`config.mk`:
```
export PLATFORM = sky130hd
export DESIGN_NAME = manchester_rx_decoder
export DESIGN_NICKNAME = d
export VERILOG_FILES = /design/src/rtl/manchester_pkg.sv /design/src/rtl/manchester_rx_decoder_line_sync.sv /design/src/rtl/manchester_rx_decoder.sv
export SDC_FILE = /design/constraint.sdc
export NUM_CORES = 1
export LEC_CHECK = 0
export ABC_AREA = 1
export BUFFER_PORTS_ARGS = -buffer_cell sky130_fd_sc_hd__buf_2
export CORE_ASPECT_RATIO = 0.6
export CORE_MARGIN = 4
export CORE_UTILIZATION = 44
export DETAILED_ROUTE_END_ITERATION = 8
export PLACE_DENSITY = 0.59
export RECOVER_POWER = 50
export SYNTH_ARGS = -nofsm -noshare
export SYNTH_HDL_FRONTEND = slang
export SYNTH_SLANG_ARGS = --single-unit
```
`constraint.sdc`:
```
create_clock -name clk -period 2.35 [get_ports clk]
set_input_delay 0.235 -clock clk [delete_from_list [all_inputs] [get_ports clk]]
set_output_delay 0.235 -clock clk [all_outputs]
set_load 0.005 [all_outputs]
```
`src/rtl/manchester_pkg.sv`:
```
// Shared definitions for the Manchester line encoder/decoder pair:
// FSM state encodings, oversampling legality helpers and the idle line level.
package manchester_pkg;

    // Decoder FSM state encoding (kept as plain constants for legacy tools)
    typedef logic [2:0] state_t;
    localparam state_t ST_GAP      = 3'd0;
    localparam state_t ST_IDLE     = 3'd1;
    localparam state_t ST_WAIT_A   = 3'd2;
    localparam state_t ST_WAIT_MID = 3'd3;
    localparam state_t ST_WAIT_B   = 3'd4;

    // Oversampling must be even so OVS/2 lands exactly mid-half-bit
    localparam int OVS_MIN = 4;

    // Level the line rests at between frames (encoder drives this too)
    localparam logic IDLE_LEVEL = 1'b0;

    // Counter must reach 2*OVS+2 (mid-bit timeout) without wrapping
    function automatic int cnt_width(input int ovs);
        return $clog2(2 * ovs + 3);
    endfunction

    function automatic bit ovs_legal(input int ovs);
        return (ovs >= OVS_MIN) && ((ovs % 2) == 0);
    endfunction

endpackage

```
`src/rtl/manchester_rx_decoder_line_sync.sv`:
```
// Two-flop synchronizer for the asynchronous Manchester line, plus a one-cycle
// delayed copy used to detect any edge and rising edges on the synchronized line.
module manchester_line_sync (
    input  logic clk,
    input  logic rst,
    input  logic line_in,
    output logic line_s,
    output logic line_edge,
    output logic line_rise
);

    logic meta_q, meta_d;
    logic sync_q, sync_d;
    logic dly_q,  dly_d;

    // Next-state of the synchronizer chain and the delay stage
    always_comb begin
        meta_d = line_in;
        sync_d = meta_q;
        dly_d  = sync_q;
    end

    // Synchronizer and delay flops, cleared to the reset level
    always_ff @(posedge clk or posedge rst) begin
        if (rst) begin
            meta_q <= 1'b0;
            sync_q <= 1'b0;
            dly_q  <= 1'b0;
        end else begin
            meta_q <= meta_d;
            sync_q <= sync_d;
            dly_q  <= dly_d;
        end
    end

    assign line_s    = sync_q;
    assign line_edge = sync_q ^ dly_q;
    assign line_rise = sync_q & ~dly_q;

endmodule

```
`src/rtl/manchester_rx_decoder.sv`:
```
// Oversampling Manchester receiver: locks onto each mid-bit transition,
// rebuilds LSB-first words and presents them through a 1-entry valid/ready
// output register with overrun and code-violation pulses.
module manchester_rx_decoder
    import manchester_pkg::*;
#(
    parameter int OVS       = 4,
    parameter int DATA_BITS = 8
) (
    input  logic                 clk,
    input  logic                 rst,
    input  logic                 en,
    input  logic                 line_in,
    output logic [DATA_BITS-1:0] out_data,
    output logic                 out_valid,
    input  logic                 out_ready,
    output logic                 err,
    output logic                 overrun,
    output logic                 busy
);

    localparam int CW = cnt_width(OVS);
    localparam int IW = (DATA_BITS > 1) ? $clog2(DATA_BITS) : 1;

    localparam logic [CW-1:0] CNT_MAX  = CW'(2 * OVS + 2);
    localparam logic [CW-1:0] B_AT     = CW'(OVS / 2);
    localparam logic [CW-1:0] A_AT     = CW'(OVS + OVS / 2);
    localparam logic [CW-1:0] WIN_LO   = CW'(2 * OVS - 1);
    localparam logic [CW-1:0] WIN_HI   = CW'(2 * OVS + 1);
    localparam logic [CW-1:0] GAP_LAST = CW'(2 * OVS - 1);
    localparam logic [IW-1:0] BIT_LAST = IW'(DATA_BITS - 1);

    generate
        if (!ovs_legal(OVS)) begin : g_ovs_illegal
            $error("manchester_rx_decoder: OVS must be even and >= 4");
        end
    endgenerate

    logic line_s, line_edge, line_rise;

    manchester_line_sync u_line_sync (
        .clk       (clk),
        .rst       (rst),
        .line_in   (line_in),
        .line_s    (line_s),
        .line_edge (line_edge),
        .line_rise (line_rise)
    );

    state_t                 state_q,    state_d;
    logic [CW-1:0]          cnt_q,      cnt_d;
    logic                   start_q,    start_d;
    logic [IW-1:0]          bit_idx_q,  bit_idx_d;
    logic                   a_q,        a_d;
    logic [DATA_BITS-1:0]   shift_q,    shift_d;
    logic                   done_q,     done_d;
    logic                   err_q,      err_d;
    logic [DATA_BITS-1:0]   out_data_q, out_data_d;
    logic                   out_valid_q, out_valid_d;
    logic                   overrun_q,  overrun_d;
    logic [CW-1:0]          cnt_inc;

    // Bit-recovery FSM. cnt_q holds the cycles elapsed since the reference
    // edge: the reference cycle is count 0, so the following cycle reads 1.
    // This keeps the resync window symmetric (+/-1 cycle) around 2*OVS.
    always_comb begin
        state_d   = state_q;
        cnt_d     = cnt_q;
        start_d   = start_q;
        bit_idx_d = bit_idx_q;
        a_d       = a_q;
        shift_d   = shift_q;
        done_d    = 1'b0;
        err_d     = 1'b0;
        cnt_inc   = (cnt_q == CNT_MAX) ? cnt_q : cnt_q + CW'(1);

        if (!en) begin
            state_d = ST_GAP;
            cnt_d   = '0;
        end else begin
            case (state_q)
                ST_GAP: begin
                    // cnt_q counts consecutive idle-level samples here
                    if (line_s != IDLE_LEVEL) begin
                        cnt_d = '0;
                    end else if (cnt_q >= GAP_LAST) begin
                        cnt_d   = '0;
                        state_d = ST_IDLE;
                    end else begin
                        cnt_d = cnt_inc;
                    end
                end
                ST_IDLE: begin
                    if (line_rise) begin
                        cnt_d   = CW'(1);
                        start_d = 1'b1;
                        state_d = ST_WAIT_B;
                    end
                end
                ST_WAIT_B: begin
                    cnt_d = cnt_inc;
                    if (cnt_q == B_AT) begin
                        if (start_q) begin
                            if (line_s) begin
                                start_d   = 1'b0;
                                bit_idx_d = '0;
                                state_d   = ST_WAIT_A;
                            end else begin
                                // false start: quietly rearm
                                cnt_d   = '0;
                                state_d = ST_GAP;
                            end
                        end else if (line_s == a_q) begin
                            err_d   = 1'b1;
                            cnt_d   = '0;
                            state_d = ST_GAP;
                        end else begin
                            shift_d[bit_idx_q] = line_s;
                            if (bit_idx_q == BIT_LAST) begin
                                done_d  = 1'b1;
                                cnt_d   = '0;
                                state_d = ST_GAP;
                            end else begin
                                bit_idx_d = bit_idx_q + IW'(1);
                                state_d   = ST_WAIT_A;
                            end
                        end
                    end
                end
                ST_WAIT_A: begin
                    // bit-boundary edges land here and are ignored
                    cnt_d = cnt_inc;
                    if (cnt_q == A_AT) begin
                        a_d     = line_s;
                        state_d = ST_WAIT_MID;
                    end
                end
                ST_WAIT_MID: begin
                    if (line_edge && (cnt_q >= WIN_LO) && (cnt_q <= WIN_HI)) begin
                        cnt_d   = CW'(1);
                        state_d = ST_WAIT_B;
                    end else if (line_edge || (cnt_q == CNT_MAX)) begin
                        err_d   = 1'b1;
                        cnt_d   = '0;
                        state_d = ST_GAP;
                    end else begin
                        cnt_d = cnt_inc;
                    end
                end
                default: begin
                    cnt_d   = '0;
                    state_d = ST_GAP;
                end
            endcase
        end
    end

    // Output register: load a completed word if the slot is free or being
    // drained this cycle, otherwise keep the old word and flag the drop.
    always_comb begin
        out_data_d  = out_data_q;
        out_valid_d = out_valid_q;
        overrun_d   = 1'b0;
        if (out_valid_q && out_ready) begin
            out_valid_d = 1'b0;
        end
        if (done_q) begin
            if (!out_valid_q || out_ready) begin
                out_data_d  = shift_q;
                out_valid_d = 1'b1;
            end else begin
                overrun_d = 1'b1;
            end
        end
    end

    // State and output flops
    always_ff @(posedge clk or posedge rst) begin
        if (rst) begin
            state_q     <= ST_GAP;
            cnt_q       <= '0;
            start_q     <= 1'b0;
            bit_idx_q   <= '0;
            a_q         <= 1'b0;
            shift_q     <= '0;
            done_q      <= 1'b0;
            err_q       <= 1'b0;
            out_data_q  <= '0;
            out_valid_q <= 1'b0;
            overrun_q   <= 1'b0;
        end else begin
            state_q     <= state_d;
            cnt_q       <= cnt_d;
            start_q     <= start_d;
            bit_idx_q   <= bit_idx_d;
            a_q         <= a_d;
            shift_q     <= shift_d;
            done_q      <= done_d;
            err_q       <= err_d;
            out_data_q  <= out_data_d;
            out_valid_q <= out_valid_d;
            overrun_q   <= overrun_d;
        end
    end

    assign out_data  = out_data_q;
    assign out_valid = out_valid_q;
    assign err       = err_q;
    assign overrun   = overrun_q;
    assign busy      = (state_q != ST_GAP) && (state_q != ST_IDLE);

endmodule

```
==> impl_metrics.ini, run 1 <==
[grt]
grt_max_degree = 36
antenna_found_initial = 0
track_usage = 0.153
grt_pass1_wl_um = 6490
grt_pass1_vias = 1411
gr-total-overflow = 0

[flow_run]
drv_cap = 1

[floorplan]
core_area_um2 = 3850
start_util = 0.477
io_pins = 17
dieHeight_um = 58.0
row_count = 17
fp.dieW_um = 91.4
die_area_um2 = 5310

[cts]
cts_sinks = 35
postCtsResizedCells = 0
clk_latency_ns = 0.28
max-clock-path-buffers = 2
h-tree-depth = 2
cts_tree = built
post_cts_buffers = 0
ctsRootBufferMaster = clkbuf_8
cts_inserted_buffers = 5
clkTransAtPathRegs_ns = 0.07
cts_hold_buf = 0

[timing]
min_period_ns = 1.99
tightest_slew_ns = 1.82
final_hold_viol_count = 0
max_freq_mhz = 502
skew_ns = 0.00357
setup_violations = 0
slew_viol_final = 36
period_share = 0.848
tns_ns = 0
slew_headroom = -0.212
finalWorstSetupSlack_ns = 0.357
rsz0062_at_grt = no

[route]
drt-pass1-iter-count = 4
vias = 1482
drc_errors = 0
drt.antenna.violating_nets = 0
avgRoutedWirePerCell_um = 12.9
wl_um = 3740
drt_iter0_drc = 78
viasPerCell = 5.11

[pwr]
ir_drop_uv = 282
power_frac_comb = 0.241
power_density_nw_per_um2 = 722
power.internal_mw = 0.967
seq_power_share = 0.482
switchingPower_mw = 0.502
clock_power_share = 0.277
swShare = 0.341
p_total_mw = 1.47
p_leak_nw = 1.06

[final_layout]
fin_nets = 244
syn2layout_area_growth_pct = 10.8
fin_cells = 290
layout-drive-gt1-share = 0.159
post-route-cell-area_um2 = 2040
antenna_cells = 0
final_cell_mix = 52 x nand2_1, 35 x dfrtp_1, 29 x nand3_1, 21 x inv_1, 15 x buf_2
layout_commonest_cell = nand2_1

[logic_synthesis]
syn-cell-area_um2 = 1840
synth_warnings = 0
syn_avg_cell_area_um2 = 8.62
yosysSeqAreaShare = 0.477
ys_seq_elements = 35
ys_types = 26
syn_inst = 213
syn-num-nets = 225

[place]
placed_cell_area_um2 = 1960
dp_slack_ns = 0.406
dp.cells = 282
gp_congestion = 0.868
post-dp-hpwl_um = 2830
io_buffer_count = 16

[worst_setup_path]
crit_path_start_kind = register
worst_setup_path_end_kind = register
worstPathMaxFanout = 16
crit_arrival_ns = 2.16
required_ns = 2.52
path_class = reg2reg

[run_status]
violations = max-capacitance violations, max-slew violations
status = finished, violations left

[min_path]
min_path_type = in2reg
[synth_stat cells, drive strengths merged]
| library cell | count | area share |
|---|---|---|
| nand4 | 10 | 0.034 |
| o22ai | 1 | 0.0034 |
| nor3 | 3 | 0.014 |
| o21ai | 11 | 0.030 |
| o21bai | 1 | 0.0041 |
| dfrtp | 35 | 0.48 |
| and2 | 1 | 0.0034 |
| nand2 | 54 | 0.12 |
| inv | 22 | 0.045 |
| a21oi | 5 | 0.014 |
| xor2 | 3 | 0.014 |
| ha | 7 | 0.048 |
| clkinv | 1 | 0.0020 |
| nand3 | 30 | 0.084 |
| nor2 | 15 | 0.039 |
| or2 | 1 | 0.0034 |
| buf | 4 | 0.018 |
| clkbuf | 1 | 0.0020 |
| mux2 | 8 | 0.049 |
[kinds of logic after synthesis]
family | synth area share
AO/OA/AOI/OAI | 0.0511
XOR/XNOR | 0.0143
adder cells (fa/ha/maj) | 0.0477
buffers and inverters | 0.0668
flip-flops | 0.477
multiplexers | 0.0490
AND/OR/NAND/NOR | 0.294
[power groups by stage]
stage / combinational, mW / sequential [mW] / clock (mW)
6_report: 0.353 / 0.709 / 0.407
5_1_grt: 0.410 / 0.716 / 0.453
4_1_cts: 0.353 / 0.706 / 0.421
3_5_place_dp: 0.348 / 0.717 / 0
3_3_place_gp: 0.333 / 0.715 / 0
2_1_floorplan: 0.291 / 0.690 / 0
[worst paths after layout]
| kind | startpoint | to | slack (ns) | depth (start not counted) |
|---|---|---|---|---|
| setup / recovery | cnt_q[0]$_DFFE_PP0N_ | shift_q[0]$_DFFE_PP0P_ | 0.36 | 9 |
| hold / removal | line_in | u_line_sync.meta_q$_DFF_PP0_ | 0.06 | 1 |
| setup reg to reg | cnt_q[0]$_DFFE_PP0N_ | shift_q[0]$_DFFE_PP0P_ | 0.36 | 9 |
| hold reg to reg | u_line_sync.meta_q$_DFF_PP0_ | u_line_sync.line_s$_DFF_PP0_ | 0.35 | 0 |
| max in group asynchronous | rst | out_data[6]$_DFFE_PP0P_ | 0.71 | 3 |
| min in group asynchronous | rst | out_valid$_DFF_PP0_ | 0.59 | 3 |
[stage by stage]
stage,util,hold slack [ns]
2_1_floorplan,-,0.266
3_3_place_gp,0.509,0.336
3_5_place_dp,0.509,0.339
4_1_cts,0.530,0.0509
5_1_grt,0.529,0.0499
6_report,0.529,0.0606
[area by class of cell]
type | count | area [µm²]
clock buffer | 7 | 76.3
inverter | 23 | 86.3
clock inverter | 1 | 5.00
fill | 363 | 1810
timing repair buffer | 17 | 82.6
multi-input combinational | 150 | 838
sequential | 35 | 876
tap | 57 | 71.3
[metal layers]
layer / GRT usage / vias to the layer above / routed length, µm
li1: - / 738 / -
met1: 0.221 / 681 / 1970
met2: 0.220 / 53 / 1460
met3: 0.0506 / 10 / 252
met4: 0.0408 / 0 / 61
met5: 0 / - / 0
[worst max-delay path, cell delays in order, from the launching register on]
cell and delay [ns]:
dfrtp_1 0.43, inv_1 0.14, ha_1 0.22, nand3_2 0.16
nor2_4 0.13, nand2_4 0.07, nor3_4 0.42, nand3_1 0.17
nand2_1 0.09, nand2_1 0.05
[sequential cells by signal, indices dropped and copies added, names as in the netlist]
signal	cells
cnt_q	4
overrun	1
done_q	1
u_line_sync.line_s	1
bit_idx_q	3
out_data	8
state_q	3
a_q	1
u_line_sync.dly_q	1
u_line_sync.meta_q	1
out_valid	1
shift_q	8
err	1
start_q	1
(Power assumes the default switching activity.)
==> inputs of run 2 (changes only) <==
clock period = 2.1 ns   (was 2.35 ns; I/O delays follow)
==> impl_metrics.ini, run 2 (synthesis gave the netlist of run 1 again) <==
[grt]
grt_max_degree = 36
grt_pass1_vias = 1368
grt_pass1_wl_um = 6310
antenna_found_initial = 0
track_usage = 0.150
gr-total-overflow = 0

[cts]
clkTransAtPathRegs_ns = 0.07
post_cts_buffers = 0
cts_hold_buf = 0
h-tree-depth = 2
ctsRootBufferMaster = clkbuf_8
cts_inserted_buffers = 5
clk_latency_ns = 0.28
cts_sinks = 35
postCtsResizedCells = 0
cts_tree = built
max-clock-path-buffers = 2

[timing]
setup_violations = 0
holdWs_ns = 0.0322
tightest_slew_ns = 0.850
slew_viol_final = 0
max_freq_mhz = 561
period_share = 0.849
final_hold_viol_count = 0
finalWorstSetupSlack_ns = 0.316
tns_ns = 0
rsz0062_at_grt = no
min_period_ns = 1.78
slew_headroom = 0.434
skew_ns = 0.00365

[worst_setup_path]
path_class = reg2reg
required_ns = 2.27
cpLargestDelayFamily = simple AND/OR/NAND/NOR gates
cp_common_cell = nand2_1
slowest_delay_ns = 0.43
crit_buf_inv = 2
worst_setup_path_end_kind = register
worstPathMaxFanout = 16
crit_path_start_kind = register
crit_arrival_ns = 1.95
path_cells = inv_1, ha_1, nand3_2, nor2_4, nand2_4, nor3_4, buf_4, nand3_1, nand2_1, nand2_1
slowest_stage = dfrtp_1

[flow_run]
drv_cap = 0

[final_layout]
layout-drive-gt1-share = 0.174
layout_commonest_cell = nand2_1
fin_cells = 293
antenna_cells = 0
final_cell_mix = 52 x nand2_1, 35 x dfrtp_1, 29 x nand3_1, 21 x inv_1, 15 x buf_2
syn2layout_area_growth_pct = 12.1
fin_nets = 247
post-route-cell-area_um2 = 2060

[min_path]
min_path_type = in2reg

[route]
wl_um = 3580
vias = 1425
drt_iter0_drc = 89
drt-pass1-iter-count = 4
drc_errors = 0
drt.antenna.violating_nets = 0
viasPerCell = 4.86
avgRoutedWirePerCell_um = 12.2

[pwr]
power_density_nw_per_um2 = 799
p_leak_nw = 1.08
ir_drop_uv = 301

[floorplan]
io_pins = 17
core_area_um2 = 3850
fp.dieW_um = 91.4
die_area_um2 = 5310
dieHeight_um = 58.0
start_util = 0.477
row_count = 17

[place]
gp_congestion = 0.897
post-dp-hpwl_um = 2770
placed_cell_area_um2 = 1980
dp_slack_ns = 0.325
dp.cells = 285
io_buffer_count = 16

[run_status]
status = complete, no violations
## run 2: path summary, 6_finish.rpt
path	to	cells past startpoint	slack (ns)	start
max in group asynchronous	u_line_sync.line_s$_DFF_PP0_	3	1.40	rst
min reg2reg	u_line_sync.line_s$_DFF_PP0_	0	0.36	u_line_sync.meta_q$_DFF_PP0_
min in group asynchronous	err$_DFF_PP0_	3	0.17	rst
max	shift_q[2]$_DFFE_PP0P_	10	0.32	cnt_q[0]$_DFFE_PP0N_
max reg2reg	shift_q[2]$_DFFE_PP0P_	10	0.32	cnt_q[0]$_DFFE_PP0N_
min	u_line_sync.meta_q$_DFF_PP0_	1	0.03	line_in
## run 2: report_power, final
group | switching [mW] | internal [mW] | total, mW
clock network | 0.233 | 0.231 | 0.465
registers | 0.0608 | 0.719 | 0.780
logic | 0.266 | 0.136 | 0.402
## run 2: per-layer routing
layer | track usage | wire, µm | vias up | part of all wire
li1 | - | - | 748 | -
met1 | 0.216 | 1990 | 647 | 0.56
met2 | 0.225 | 1410 | 28 | 0.39
met3 | 0.0441 | 155 | 2 | 0.043
met4 | 0.0322 | 18 | 0 | 0.0050
met5 | 0 | 0 | - | 0
## run 2: area by class of cell
cell class	instances	area, µm²
Tap cell	57	71.3
Fill cell	368	1790
Inverter	23	86.3
Timing Repair Buffer	20	103
Clock inverter	2	12.5
Clock buffer	6	72.6
Sequential cell	35	876
Multi-Input combinational cell	150	838
## run 2: metrics by stage
step / total power, mW / util
after floorplan: 1.10 / -
after global placement: 1.19 / 0.515
after detailed placement: 1.19 / 0.515
after CTS: 1.68 / 0.537
after global routing: 1.77 / 0.535
final: 1.65 / 0.535
## run 2: worst register-to-register path, cell delays in order, from the launching register on
cell and delay (ns):
dfrtp_1 0.43, inv_1 0.13, ha_1 0.22, nand3_2 0.17
nor2_4 0.14, nand2_4 0.07, nor3_4 0.10, buf_4 0.21
nand3_1 0.10, nand2_1 0.07, nand2_1 0.04
